===== src/rtl/arbitro_mux4.sv =====
// arbitro_mux4: 4-requester arbiter steering a 32-bit 4:1 mux; define ARB_ROUND_ROBIN_EN for round-robin, else fixed priority (requester 0 highest)
module arbitro_mux4 (
    input  logic        clk,
    input  logic        reset,
    input  logic [3:0]  req,
    input  logic [31:0] A,
    input  logic [31:0] B,
    input  logic [31:0] C,
    input  logic [31:0] D,
    input  logic        ready,
    output logic [1:0]  S,
    output logic [31:0] Y,
    output logic        valid,
    output logic [3:0]  grant,
    output logic [3:0]  ack
);
    typedef enum logic {IDLE, BUSY} state_t;
    state_t state;
    logic xfer;
    logic [3:0] cand;
    logic [1:0] win;
    assign valid = state == BUSY;
    assign xfer  = valid & ready;
    assign ack   = grant & {4{xfer}};
    assign Y     = S == 2'd0 ? A : S == 2'd1 ? B : S == 2'd2 ? C : D;
`ifdef ARB_ROUND_ROBIN_EN
    logic [1:0] last, ptr, idx;
    // search from the slot after the pointer; a transferring owner is masked and becomes the pointer immediately
    always_comb begin
        ptr  = xfer ? S : last;
        cand = xfer ? req & ~grant : req;
        win  = ptr;
        idx  = ptr;
        for (int k = 4; k >= 1; k--) begin
            idx = ptr + 2'(k);
            if (cand[idx]) win = idx;
        end
    end
`else
    // pure fixed priority over all requests, lowest index wins
    always_comb begin
        cand = req;
        win  = 2'd0;
        for (int i = 3; i >= 0; i--) if (cand[i]) win = 2'(i);
    end
`endif
    // grant on idle request or on transfer; S keeps its last value when going idle
    always_ff @(posedge clk) begin
        if (reset) begin
            state <= IDLE;
            S     <= 2'd0;
            grant <= 4'd0;
`ifdef ARB_ROUND_ROBIN_EN
            last  <= 2'd3;
`endif
        end else if (state == IDLE || ready) begin
            if (|cand) begin
                state <= BUSY;
                S     <= win;
                grant <= 4'b0001 << win;
            end else begin
                state <= IDLE;
                grant <= 4'd0;
            end
`ifdef ARB_ROUND_ROBIN_EN
            if (xfer) last <= S;
`endif
        end
    end
endmodule


===== config.mk =====
export PLATFORM = sky130hd
export DESIGN_NAME = arbitro_mux4
export DESIGN_NICKNAME = d
export VERILOG_FILES = /design/src/rtl/arbitro_mux4.sv
export SDC_FILE = /design/constraint.sdc
export NUM_CORES = 1
export LEC_CHECK = 0
export CAP_MARGIN = 20
export CELL_PAD_IN_SITES_DETAIL_PLACEMENT = 0
export CELL_PAD_IN_SITES_GLOBAL_PLACEMENT = 1
export CORE_AREA = 2 2 71 124
export DETAILED_ROUTE_END_ITERATION = 6
export DIE_AREA = 0 0 73 126
export PLACE_DENSITY_LB_ADDON = 0.05
export SLEW_MARGIN = 20
export SYNTH_ARGS = -nofsm -noshare
export SYNTH_HDL_FRONTEND = slang
export SYNTH_SLANG_ARGS = --single-unit
export TNS_END_PERCENT = 10

===== constraint.sdc =====
create_clock -name clk -period 1.5 [get_ports clk]
set_input_delay 0.3 -clock clk [delete_from_list [all_inputs] [get_ports clk]]
set_output_delay 0.3 -clock clk [all_outputs]
set_load 0.05 [all_outputs]

# Word-level counts from Yosys, hierarchy flattened

Index checks and enable logic that the tools add are counted.
Widths: inputs -> output; s select.

Equal/unequal tests: 2
Shift operators: 1
Mux-type cells: 9
Bitwise logic cells: 3
Reductions and logical operators: 4

Operators by type and width:

| operator            | count |
|---|---|
| $mux 32             | 3 |
| $mux 2              | 4 |
| $and 4x4->4         | 1 |
| $mux 4              | 1 |
| $reduce_or 4->1     | 1 |
| $shl 1x2->4 const A | 1 |
| $eq 2x1->1 const B  | 1 |
| $eq 2x2->1 const B  | 1 |
| $logic_not 2->1     | 1 |
| $reduce_and 2->1    | 1 |
| $and 1x1->1         | 1 |
| $logic_or 1x1->1    | 1 |
| $mux 1              | 1 |
| $not 1->1           | 1 |

Register bits after elaboration: 7
Bits of input ports: 135

# Logic depth before layout (Yosys ltp)

Gate-level depths: netlist (run 1).

Depth in word-level cells: 6
Mapped depth: 4

# Worst setup path after synthesis (run 1)

No wires, ideal clock.

Kind: reg-to-output
Start point: reg S[0]
End point: out Y[0]
Arrival time: 1,651 ps
Required time: 1,200 ps
Setup slack: -451 ps
Stages on the path, launching flop included: 3
Cell sequence: dfxtp_1 > buf_6 > mux4_1

Cells in the longest elaborated chain, start to end: 4
Elaborated cells on any way between the ends: 6
Classes of those cells: eq/ne (2); mux (3); reduce/logical (1)

Ends and longest elaborated chain:

| element                | RTL line | RTL |
|---|---|---|
| from (decl)            | 11       | `output logic [1:0] S,` |
| from (signal assigned) | 59       | `S <= win;` |
| $eq 2x2->1             | 25       | `assign Y = S == 2'd0 ? A : S == 2'd1 ? B : S == 2'd2 ? C : D;` |
| $mux 32 (2 in a row)   | 25       |  |
| $mux 32 (*)            | 25       |  |
| to (decl)              | 12       | `output logic [31:0] Y,` |

Mark *: on every way between the ends. The rest lies on a longest branch, timed or not.

# Final worst setup path (run 1)

Start point: reg S[0]
End point: out Y[20]

Same word-level chain as after synthesis.

==> results by group, run 1 <==
STA
  • Final worst setup slack: -0.308 ns
  • Fmax: 553 MHz
  • Rel. slew slack: 0.809
  • RSZ-0062 raised after global routing: true
  • Setup Viol. Count Final: 32
  • Final hold violations: 0
  • Min Hold Slack: 0.505 ns
  • Final-report max-slew violation count: 0
  • Final period util: 1.21
  • Worst Max-Slew Pin Slew: 0.286 ns
  • Final TNS setup: -9.14 ns
  • Skew final: 0.00153 ns
  • Period minus WS final: 1.81 ns

Routing
  • Final ANT Viol Nets: 0
  • DR iter-0 viols: 26
  • Routed WL: 6.47 mm
  • Post-route DRC: 0
  • Routed via count: 1494
  • Drt pass-1 iters: 4
  • Routed WL per cell: 18.4 um
  • Vias/cell: 4.26

Clock tree
  • CTS tree: done
  • Setup bufs post-CTS: 0
  • Clock latency on the worst-skew pair: 0.23 ns
  • Clock root cell: clkbuf_16
  • CTS Sinks: 7
  • CTS buffer count: 3
  • Htree depth: 1
  • Clock Path Buffers: 2
  • CTS clk-pin slew, worst paths: 0.04 ns
  • Hold Buf Count CTS: 0

Yosys
  • Synth top area share: 0.584
  • Synthesized netlist net count: 213
  • Sequential fraction of the synthesis area: 0.125
  • Netlist cell types: 19
  • Syn Std Cell Area: 0.00112 mm2
  • Largest cells by area after synthesis: mux4_2 (58%), dfxtp_1 (13%), mux4_1 (7.0%)
  • Synth Warn #: 0
  • #FFs+latches synth: 7
  • Synth area leader: mux4_2
  • Cell count after synthesis: 78
  • Syn avg cell area: 14.3 um2

Setup path
  • Crit Path Class: reg2out
  • Worst Setup EP: Y[20]
  • Crit Path Max Fanout: 19
  • Reg-to-reg setup timing slack: 0.40 ns
  • CP endpoint kind: primary output
  • Worst R2R Path Depth: 4
  • Crit path cell chain: buf_12 -> mux4_2 -> buf_6
  • Crit path from: S[0]
  • Crit-path slowest cell: mux4_2
  • Reg-to-reg endpoint: S[1]
  • CP peak stage delay: 0.53 ns
  • Worst r2r src: valid
  • CP required: 1.20 ns
  • Worst Path Arrival: 1.51 ns
  • Setup crit start kind: flop
  • Crit path depth: 3
  • Delay-heaviest family, CP: multiplexers
  • Worst path bufs/invs: 2

Global routing
  • Congestion Overflow GR: 0
  • Initial antenna violation count: 1
  • Vias in the first global route: 1675
  • Total GRT Usage: 0.136
  • First-pass GRT wire length: 9.43 mm
  • Pin count of the biggest net entering global routing: 20

Layout
  • Final #Nets: 394
  • Filler cells: 796
  • Fraction of layout cells with a size suffix above 1: 0.341
  • Layout area overhead: 190%
  • Fin area: 0.00324 mm2
  • Final Non-Filler Cells: 351
  • Final cell utilization of the core: 0.396

Power
  • Worst vdd ir: 472 uV
  • P per Cell Area: 603 mW/mm2
  • Psw: 0.712 mW
  • Leakage: 1.19 nW
  • Int Power: 1.25 mW
  • Combinational Power Share: 0.658
  • Seq pwr share: 0.109
  • Net Sw Frac: 0.364
  • Proportion of power drawn by the clock network: 0.234
  • Tot Pwr: 1.96 mW

Flow run
  • MaxCap Viol Count: 0

Outcome
  • Violated checks: setup timing
  • Status: finished, violations left

Die
  • Initial Util: 0.136
  • # IOs: 178
  • Die width: 73 um
  • Row cnt: 44
  • Die height: 126 um
  • Die area: 0.00920 mm2
  • Core ar.: 0.00820 mm2

Placement
  • DP HPWL: 5.76 mm
  • IO buf count: 177
  • Final estimated routing congestion in global placement: 0.804
  • Post-Place Cell Area: 0.00304 mm2
  • Post-Place Cells: 346
  • Pre-CTS WS: -0.213 ns

Hold path
  • Worst min-delay path class: reg2reg
  • Hold_sp: grant[0]
==> registers in the layout (all words and copies together) (netlist names) <==
| signal | flops |
|---|---|
| valid | 1 |
| S | 2 |
| grant | 4 |
==> timing repair <==
action,CTS,global route
pin swaps,0,0
endpoints found under the setup margin,36,32
gates resized for setup,33,0
==> how the worst min path moves through the flow <==
| stage | endpoint | slack, ns | cells after the start |
|---|---|---|---|
| 2_1_floorplan | S[0] | 0.36 | 1 |
| 3_3_place_gp | grant[1] | 0.50 | 2 |
| 3_5_place_dp | grant[2] | 0.51 | 2 |
| 4_1_cts | grant[0] | 0.51 | 2 |
| 5_1_grt | grant[0] | 0.54 | 2 |
| 6_report | grant[0] | 0.51 | 2 |
==> cell usage in the layout (no fill, tap or decap), drive strengths merged <==
| cell | n |
|---|---|
| dfxtp | 7 |
| o21ai | 1 |
| nand2b | 1 |
| or2 | 1 |
| dlygate4sd2 | 1 |
| nand3 | 3 |
| diode | 1 |
| mux4 | 32 |
| nor2b | 2 |
| o211ai | 1 |
| clkdlybuf4s50 | 133 |
| nand2 | 5 |
| clkbuf | 4 |
| nor3 | 2 |
| and3 | 4 |
| nor2 | 3 |
| inv | 1 |
| buf | 50 |
| a21oi | 7 |
==> layout make-up <==
type | instances | area, um2 | area share
diodes | 1 | 2.50 | 0.000771
clock buffers | 4 | 78.8 | 0.0243
inverters | 1 | 3.75 | 0.00116
multi-input cells | 62 | 873 | 0.269
flip-flops and latches | 7 | 148 | 0.0455
well taps | 92 | 115 | 0.0355
repair buffers | 184 | 2020 | 0.624
==> power groups by stage <==
stage / Clock, mW / Sequential (mW) / Combinational, mW
CTS: 0.467 / 0.213 / 1.30
floorplan: 0 / 0.236 / 0.609
detailed placement: 0 / 0.216 / 1.22
finish: 0.457 / 0.213 / 1.29
global placement: 0 / 0.216 / 1.22
global route: 0.475 / 0.215 / 1.34
==> Yosys cell counts <==
master	instances
mux4_2	29
a21oi_1	7
dfxtp_1	7
nand2_1	5
and3_1	4
buf_12	3
buf_2	3
mux4_1	3
nand3_1	3
nor2_1	3
nor2b_1	2
nor3_1	2
buf_6	1
clkbuf_1	1
inv_1	1
nand2b_1	1
o211ai_1	1
o21ai_0	1
or2_2	1
==> routing by layer <==
layer | global-route usage | up-vias | part of all wire
met5 | 0 | - | 0
met4 | 0.0218 | 0 | 0.0085
met3 | 0.0280 | 2 | 0.071
met2 | 0.285 | 75 | 0.62
met1 | 0.127 | 715 | 0.30
li1 | - | 702 | -
==> worst reg2reg max path: stages, from the launching register on <==
cell	delay, ns
dfxtp_1	0.47
nor2b_1	0.17
buf_4	0.16
nor2_1	0.05
nor3_1	0.16
==> logic make-up after synthesis <==
group | after synthesis | synth area share
compound gates | 9 | 0.0425
buf+inv | 9 | 0.0839
flops | 7 | 0.125
mux | 32 | 0.654
simple gates | 21 | 0.0940
(Power assumes the default switching activity.)
==> run 2: changes to the inputs <==
--- a/config.mk
+++ b/config.mk
@@ -12,6 +12,7 @@
 export DETAILED_ROUTE_END_ITERATION = 6
 export DIE_AREA = 0 0 73 126
 export PLACE_DENSITY_LB_ADDON = 0.05
+export SKIP_CTS_REPAIR_TIMING = 1
 export SLEW_MARGIN = 20
 export SYNTH_ARGS = -nofsm -noshare
 export SYNTH_HDL_FRONTEND = slang
==> constraint.sdc (replaced) <==
create_clock -name clk -period 1.5 [get_ports clk]
set_input_delay 0.225 -clock clk [delete_from_list [all_inputs] [get_ports clk]]
set_output_delay 0.225 -clock clk [all_outputs]
set_load 0.05 [all_outputs]
==> run 2 against run 1 <==
  * The run still ends with setup timing left
  * Non-clock buffer count rose by 1
  * Clock power barely moved
  * Global-route usage fell by 0.16 points
  * Final area fell by 1.8%
==> results by group, run 2 (synthesized netlist as in run 1, its figures left out) <==
Routing
  • Routed via count: 1512 (+1.2%)
  • Routed WL per cell: 18.9 um (+2.3%)
  • Routed WL: 6.62 mm (+2.3%)
  • Vias/cell: 4.31 (+1.2%)
  • DR iter-0 viols: 30 (+15%)
  • Post-route DRC: 0 (unchanged)
  • Drt pass-1 iters: 3 (-1)
  • Final ANT Viol Nets: 0 (unchanged)

Setup path
  • CP required: 1.27 ns (+0.07 ns)
  • Crit path top cell by count: buf_4
  • Reg-to-reg setup timing slack: 0.41 ns (about the same)
  • Crit Path Class: reg2out
  • Worst Path Arrival: 1.52 ns (about the same)
  • Delay-heaviest family, CP: multiplexers
  • CP peak stage delay: 0.50 ns (-0.03 ns)
  • Worst path bufs/invs: 2 (unchanged)
  • Setup crit start kind: flop
  • Crit path cell chain: buf_4 -> mux4_2 -> buf_4
  • Crit Path Max Fanout: 6 (-13)
  • Worst r2r src: valid
  • Crit path from: S[0]
  • CP endpoint kind: primary output
  • Reg-to-reg endpoint: S[0]
  • Worst R2R Path Depth: 4 (unchanged)
  • Crit-path slowest cell: mux4_2

Placement
  • Final estimated routing congestion in global placement: 0.749 (-6.9%)
  • Pre-CTS WS: -0.0634 ns (+0.150 ns)
  • IO buf count: 177 (unchanged)
  • DP HPWL: 5.88 mm (+2.0%)

Global routing
  • Vias in the first global route: 1647 (-1.7%)
  • Congestion Overflow GR: 0 (unchanged)
  • Pin count of the biggest net entering global routing: 25 (+25%)
  • Initial antenna violation count: 0 (-1)
  • First-pass GRT wire length: 9.37 mm (-0.66%)
  • Total GRT Usage: 0.134 (-0.00160)

Layout
  • Most flop-heavy register: grant
  • Sequential cell area: 148 um2 (unchanged)
  • Fraction of layout cells with a size suffix above 1: 0.344 (+0.00254)
  • Most frequent cells in the layout: clkdlybuf4s50_1 (134), mux4_2 (32), buf_6 (28)
  • Multi-input logic area: 873 um2 (unchanged)
  • Ant diodes: 0 (-1)
  • Commonest non-fill, non-tap cell in the layout: clkdlybuf4s50_1
  • Final #Nets: 395 (+0.25%)
  • Filler cells: 821 (+3.1%)
  • Layout area overhead: 185%
  • Max reg flops: 4 (unchanged)

Hold path
  • Hold_sp: grant[3]
  • WHS Path Cells: 2 (unchanged)
  • Worst min-delay path class: reg2reg
  • Hold path endpoint: grant[3]

STA
  • Final hold violations: 0 (unchanged)
  • Skew final: 0.000672 ns (-0.000858 ns)
  • Final-report max-slew violation count: 0 (unchanged)
  • Setup Viol. Count Final: 32 (unchanged)
  • Fmax: 573 MHz (+3.7%)
  • Rel. slew slack: 0.813 (+0.00378)
  • Final worst setup slack: -0.244 ns (+0.0639 ns)
  • Period minus WS final: 1.74 ns (-0.0639 ns)
  • Worst Max-Slew Pin Slew: 0.280 ns (-0.00566 ns)
  • RSZ-0062 raised after global routing: true
  • Final period util: 1.16 (-0.0426)

Clock tree
  • Clock Path Buffers: 2 (unchanged)
  • Clock latency on the worst-skew pair: 0.23 ns (about the same)
  • Clock root cell: clkbuf_16
  • Htree depth: 1 (unchanged)
  • CTS Sinks: 7 (unchanged)
  • CTS clk-pin slew, worst paths: 0.04 ns (about the same)
  • CTS tree: done
  • CTS buffer count: 3 (unchanged)

Flow run
  • MaxCap Viol Count: 0 (unchanged)

Power
  • Worst vdd ir: 450 uV (-4.6%)
  • P per Cell Area: 609 mW/mm2 (+0.92%)
  • Tot Pwr: 1.94 mW (-0.91%)
  • Leakage: 1.18 nW (-1.1%)

Die
  • Die area: 0.00920 mm2 (unchanged)
  • Row cnt: 44 (unchanged)
  • Core ar.: 0.00820 mm2 (unchanged)
  • Die height: 126 um (unchanged)
  • # IOs: 178 (unchanged)
  • Die width: 73 um (unchanged)
  • Initial Util: 0.136 (unchanged)

Outcome
  • Status: finished, violations left
  • Violated checks: setup timing
-- run 2: changes by cell type in the layout (fill, tap and decap cells not counted) --
cell | before | now
buf_12 | 15 | 11
buf_4 | 3 | 12
buf_6 | 32 | 28
clkdlybuf4s50_1 | 133 | 134
diode_2 | 1 | 0
dlygate4sd2_1 | 1 | 0
-- run 2: worst reg2reg max path, stage by stage, from the launching register on --
cell	delay, ns
dfxtp_1	0.47
nor2b_1	0.17
buf_4	0.16
o21ai_0	0.09
a21oi_1	0.13
-- run 2: stage by stage --
stage               TNS [ns]  instance area [um2]   util  instances  hold WS (ns)
floorplan              -3.34                 1120      -         78         0.284
global placement      -0.463                 2990  0.365        346         0.465
detailed placement    -0.634                 2990  0.365        346         0.466
CTS                    -8.00                 3070  0.375        350         0.476
global route           -7.84                 3190  0.388        351         0.500
finish                 -6.55                 3190  0.388        351         0.473
-- run 2: per-layer routing --
metal  GRT usage  wire (um)  vias to the layer above
li1            -          -                      702
met1       0.129       2010                      729
met2       0.276       4050                       77
met3      0.0280        487                        4
met4      0.0251         74                        0
met5           0          0                        -
-- run 2: how the worst max path moves through the flow --
stage | end | slack, ns | cells after the start
after floorplan | Y[10] | -0.12 | 3
after global placement | Y[10] | -0.07 | 3
after detailed placement | Y[10] | -0.06 | 3
after CTS | Y[23] | -0.28 | 3
after global routing | Y[23] | -0.29 | 3
final | Y[23] | -0.24 | 3
-- run 2: where the power goes --
part | switching (mW) | internal [mW] | total [mW] | leakage (nW)
combinational | 0.592 | 0.682 | 1.27 | 1.08
sequential | 0.0136 | 0.195 | 0.209 | 0.0590
clock | 0.103 | 0.354 | 0.456 | 0.0382
-- run 2: layout make-up --
| type | instances | area share |
|---|---|---|
| inverters | 1 | 0.00118 |
| well taps | 92 | 0.0361 |
| multi-input cells | 62 | 0.274 |
| clock buffers | 4 | 0.0247 |
| flip-flops and latches | 7 | 0.0463 |
| repair buffers | 185 | 0.617 |
